<file path="src/rtl/wb_arbiter.sv">
// Writeback arbiter: drives the register file's single write port from the ALU path and a
// buffered slow path (load/mul/div), and tracks pending slow-path destinations for decode.
module wb_arbiter #(
    parameter int XLEN         = 32,
    parameter int DEPTH        = 2,
    parameter int STARVE_LIMIT = 3
) (
    input  logic                       clk,
    input  logic                       rst,
    input  logic                       alu_valid_i,
    input  logic [4:0]                 alu_rd_i,
    input  logic [XLEN-1:0]            alu_data_i,
    output logic                       wb_stall_o,
    input  logic                       mem_valid_i,
    output logic                       mem_ready_o,
    input  logic [4:0]                 mem_rd_i,
    input  logic [XLEN-1:0]            mem_data_i,
    input  logic                       issue_en_i,
    input  logic [4:0]                 issue_rd_i,
    input  logic [4:0]                 rs1_addr_i,
    input  logic [4:0]                 rs2_addr_i,
    output logic                       rs1_busy_o,
    output logic                       rs2_busy_o,
    output logic                       wr_en_o,
    output logic [4:0]                 rd_addr_o,
    output logic [XLEN-1:0]            rd_data_o,
    output logic [$clog2(DEPTH):0]     fifo_count_o
);
    localparam int PW = $clog2(DEPTH);
    localparam int CW = PW + 1;
    localparam int AW = $clog2(STARVE_LIMIT + 2);
    localparam logic [AW-1:0] AGE_MAX = AW'(STARVE_LIMIT);

    logic [4:0]      q_rd   [DEPTH];
    logic [XLEN-1:0] q_data [DEPTH];
    logic [PW-1:0]   rd_ptr, wr_ptr;
    logic [CW-1:0]   count;
    logic [AW-1:0]   age;
    logic [31:0]     busy, busy_next;
    logic            fifo_nonempty, push, pop, alu_wr;

    assign fifo_nonempty = (count != '0);
    assign mem_ready_o   = (count < CW'(DEPTH));
    assign wb_stall_o    = fifo_nonempty && (age >= AGE_MAX);
    // Handshakes to x0 complete but never occupy a FIFO slot.
    assign push          = mem_valid_i && mem_ready_o && (mem_rd_i != 5'd0);
    assign fifo_count_o  = count;
    assign rs1_busy_o    = busy[rs1_addr_i];
    assign rs2_busy_o    = busy[rs2_addr_i];

    // Priority: starved FIFO head, then ALU, then FIFO head when the ALU is idle.
    always_comb begin
        pop    = 1'b0;
        alu_wr = 1'b0;
        if (wb_stall_o) begin
            pop = 1'b1;
        end else if (alu_valid_i) begin
            alu_wr = 1'b1;
        end else if (fifo_nonempty) begin
            pop = 1'b1;
        end
    end

    // Clear on pop first so a same-cycle issue to the same register wins.
    always_comb begin
        busy_next = busy;
        if (pop) begin
            busy_next[q_rd[rd_ptr]] = 1'b0;
        end
        if (issue_en_i) begin
            busy_next[issue_rd_i] = 1'b1;
        end
        busy_next[0] = 1'b0;
    end

    always_ff @(posedge clk) begin
        if (push) begin
            q_rd[wr_ptr]   <= mem_rd_i;
            q_data[wr_ptr] <= mem_data_i;
        end
    end

    always_ff @(posedge clk) begin
        if (rst) begin
            rd_ptr    <= '0;
            wr_ptr    <= '0;
            count     <= '0;
            age       <= '0;
            busy      <= '0;
            wr_en_o   <= 1'b0;
            rd_addr_o <= 5'd0;
            rd_data_o <= '0;
        end else begin
            if (push) begin
                wr_ptr <= wr_ptr + 1'b1;
            end
            if (pop) begin
                rd_ptr <= rd_ptr + 1'b1;
            end
            case ({push, pop})
                2'b10:   count <= count + 1'b1;
                2'b01:   count <= count - 1'b1;
                default: count <= count;
            endcase
            if (pop || !fifo_nonempty) begin
                age <= '0;
            end else if (age != AGE_MAX) begin
                age <= age + 1'b1;
            end
            busy <= busy_next;
            wr_en_o <= 1'b0;
            if (pop) begin
                wr_en_o   <= 1'b1;
                rd_addr_o <= q_rd[rd_ptr];
                rd_data_o <= q_data[rd_ptr];
            end else if (alu_wr && (alu_rd_i != 5'd0)) begin
                wr_en_o   <= 1'b1;
                rd_addr_o <= alu_rd_i;
                rd_data_o <= alu_data_i;
            end
        end
    end
endmodule

</file>
<file path="config.mk">
export PLATFORM = sky130hd
export DESIGN_NAME = wb_arbiter
export DESIGN_NICKNAME = d
export VERILOG_FILES = /design/src/rtl/wb_arbiter.sv
export SDC_FILE = /design/constraint.sdc
export NUM_CORES = 1
export LEC_CHECK = 0
export BUFFER_PORTS_ARGS = -buffer_cell sky130_fd_sc_hd__clkbuf_2
export CORE_MARGIN = 5
export CORE_UTILIZATION = 40
export DETAILED_ROUTE_END_ITERATION = 16
export GPL_ROUTABILITY_DRIVEN = 0
export MAX_ROUTING_LAYER = met4
export SYNTH_ARGS = -nofsm -noshare
export SYNTH_HDL_FRONTEND = slang
export SYNTH_SLANG_ARGS = --single-unit
</file>
<file path="constraint.sdc">
create_clock -name clk -period 7.84 [get_ports clk]
set_clock_uncertainty 0.15 [all_clocks]
set_input_delay 2.352 -clock clk [delete_from_list [all_inputs] [get_ports clk]]
set_output_delay 2.352 -clock clk [all_outputs]
set_load 0.01 [all_outputs]
</file>
==> impl_metrics.env <==
export IMPL_outcome="finished clean"
export IMPL_clkSlewWorstSetupHoldPaths_ps=60
export IMPL_p_per_area_nw_per_um2=299
export IMPL_grt_pass1_wl_mm=27.4
export IMPL_end_kind="output port"
export IMPL_htreeDepth=4
export IMPL_slew_headroom_pct=23.8
export IMPL_synth_area_leader_cell="edfxtp_1"
export IMPL_syn_cell_area_sq_um=6780
export IMPL_drv_cap=0
export IMPL_die_y_microns=140
export IMPL_start_util_pct=40.9
export IMPL_yosysWarnings=0
export IMPL_ys_async_sr_fraction_pct=0
export IMPL_cts_resized=0
export IMPL_place_area_sq_um=7570
export IMPL_synthTopCellsByCount="77 x dfxtp_1, 74 x edfxtp_1, 54 x mux2i_1, 53 x a211oi_1, 40 x a21oi_1"
export IMPL_grt_pass1_vias=5156
export IMPL_setup_viol=0
export IMPL_fmax_mhz=163
export IMPL_crit_fanout=10
export IMPL_portBuffers=137
export IMPL_reg2reg_depth=8
export IMPL_drt_initial_drc_count=296
export IMPL_cp_required_ps=5340
export IMPL_synth_nets=676
export IMPL_power_mw=2.46
export IMPL_p_leak_nw=3.11
export IMPL_arrival_ps=3650
export IMPL_wl_per_cell_microns=18.5
export IMPL_synth_top_area_share_pct=32.8
export IMPL_slew_viol_final=0
export IMPL_synth_seq_cells=151
export IMPL_finalHoldViolations=0
export IMPL_crit_path_end="rs2_busy_o"
export IMPL_r2r_start="age[0]$_SDFFE_PP0P_"
export IMPL_grt_antenna_before_repair=4
export IMPL_syn_to_final_growth_pct=21.3
export IMPL_ant_nets=0
export IMPL_hp_class="flop to flop"
export IMPL_rrSetupSlack_ps=5080
export IMPL_worstSetupStartpointType="input port"
export IMPL_synth_edf_count=74
export IMPL_track_usage_pct=18.1
export IMPL_grt_overflow=0
export IMPL_die_width_microns=140
export IMPL_vdd_drop_max_mv=0.180
export IMPL_cts_hold_buf=0
export IMPL_cts_buffers=17
export IMPL_ys_seq_area_share_pct=55.5
export IMPL_regToRegEndpoint="fifo_count_o[1]$_SDFFE_PP0P_"
export IMPL_netlist_instances=579
export IMPL_syn_avg_cell_area_sq_um=11.7
export IMPL_cts_tree="done"
export IMPL_cts_sinks=151
export IMPL_synth_main_ff_cell="dfxtp_1"
export IMPL_final_cell_area_sq_um=8220
export IMPL_root_buffer="clkbuf_16"
export IMPL_worst_slew_pin_slew_ps=1140
export IMPL_min_period_ps=6150
export IMPL_num_vias=5159
export IMPL_clock_path_buffers=2
export IMPL_crit_start="rs2_addr_i[1]"
export IMPL_postCtsSetupBuffers=0
export IMPL_dr_pass1_iters=5
export IMPL_coreArea_sq_um=16600
export IMPL_wl_mm=17.2
export IMPL_clk_latency_ps=420
export IMPL_nets=790
export IMPL_fp_dieArea_sq_um=19600
export IMPL_synth_cell_types=42
export IMPL_synthMostInstantiatedCell="dfxtp_1"
export IMPL_via_per_inst=5.55
export IMPL_drc=0
export IMPL_rows=47
export IMPL_fin_setup_tns_ps=0
export IMPL_drive_above_1_share_pct=27.9
export IMPL_period_share_pct=78.4
export IMPL_grt_setup_unrepaired="no"
export IMPL_grt_max_degree=76
export IMPL_num_io_pins=138
export IMPL_hpwl_mm=11.9
export IMPL_path_class="input port to output port"
export IMPL_synth_area_top_cells="edfxtp_1 33%, dfxtp_1 23%, mux2i_1 8.0%"
## cell type report
type                    count  area [sq um]
clock inverters             5          76.3
repair buffers            142           723
fillers                  1510          8360
clock buffers              27           558
multi-input cells         371          2770
diodes                      4          10.0
inverters                  10          37.5
well taps                 220           275
flip-flops and latches    151          3760
## cells in the final DEF, fill, tap and decap left out, drive strengths merged
master   count
clkbuf     163
dfxtp       77
edfxtp      74
a211oi      69
mux2i       54
a21oi       40
nand2       39
nor2b       36
a311oi      34
nor2        20
inv         11
and3        10
nand3        9
nand2b       8
mux4         6
buf          6
diode        4
a22oi        4
o22ai        4
o32ai        4
nor3b        4
a221oi       4
o211ai       3
and3b        3
xnor2        3
ha           3
or4          2
o2111ai      2
nand4        2
xor2         2
bufinv       2
clkinv       2
o21ai        2
a21o         1
mux2         1
or3          1
nor3         1
## per-layer routing
layer,vias to the layer above,wire [microns],GRT usage (%)
li1,2476,-,-
met1,2464,7620,22.7
met2,197,8210,28.3
met3,22,1140,5.08
met4,0,253,5.97
met5,-,0,-
## how the worst min path moves through the flow
stage / startpoint / endpoint / slack, ps / depth (start not counted)
floorplan: age[2]$_SDFFE_PP0P_ / age[2]$_SDFFE_PP0P_ / 330 / 2
global placement: rd_addr_o[0]$_SDFFE_PP0P_ / rd_addr_o[0]$_SDFFE_PP0P_ / 320 / 2
detailed placement: rd_addr_o[0]$_SDFFE_PP0P_ / rd_addr_o[0]$_SDFFE_PP0P_ / 330 / 2
CTS: rd_addr_o[0]$_SDFFE_PP0P_ / rd_addr_o[0]$_SDFFE_PP0P_ / 340 / 2
global route: rd_addr_o[0]$_SDFFE_PP0P_ / rd_addr_o[0]$_SDFFE_PP0P_ / 360 / 2
finish: rd_addr_o[0]$_SDFFE_PP0P_ / rd_addr_o[0]$_SDFFE_PP0P_ / 340 / 2
## power breakdown
group | switching [mW] | total, mW | internal, mW
Sequential | 0.0770 | 1.05 | 0.975
Clock | 0.309 | 0.862 | 0.553
Combinational | 0.342 | 0.542 | 0.200
Total | 0.728 | 2.46 | 1.73
## registers in the layout, summed over array words and instances (netlist names), named ones only
name and flops:
rd_ptr 1, fifo_count_o 2, wr_ptr 1, q_rd 10
wr_en_o 1, busy 31, rd_addr_o 5, rd_data_o 32
age 3, q_data 64
## worst max-delay path, cell delays in order
cell and delay, ps:
clkbuf_2 220, mux4_2 530, nand2b_1 160, o211ai_1 120, nand4_1 110, clkbuf_2 140
## cells by family after synthesis
kind of cell / after synthesis / synth area share, %
and+or+nand+nor: 135 / 10.3
muxes: 61 / 10.1
adders and majority gates: 3 / 0.554
xor gates and xnor gates: 5 / 0.646
DFF: 151 / 55.5
buffers and inverters: 57 / 3.89
AOI/OAI and AO/OA: 167 / 18.9
## per-stage QoR
stage	utilization (%)	hold WS, ps	std cells	setup slack [ps]
after floorplan	-	328	579	1750
after global placement	45.7	319	894	1760
after detailed placement	45.7	332	894	1710
after CTS	49.5	340	926	1710
after global routing	49.6	357	930	1620
final	49.6	343	930	1690
(Power assumes the default switching activity.)
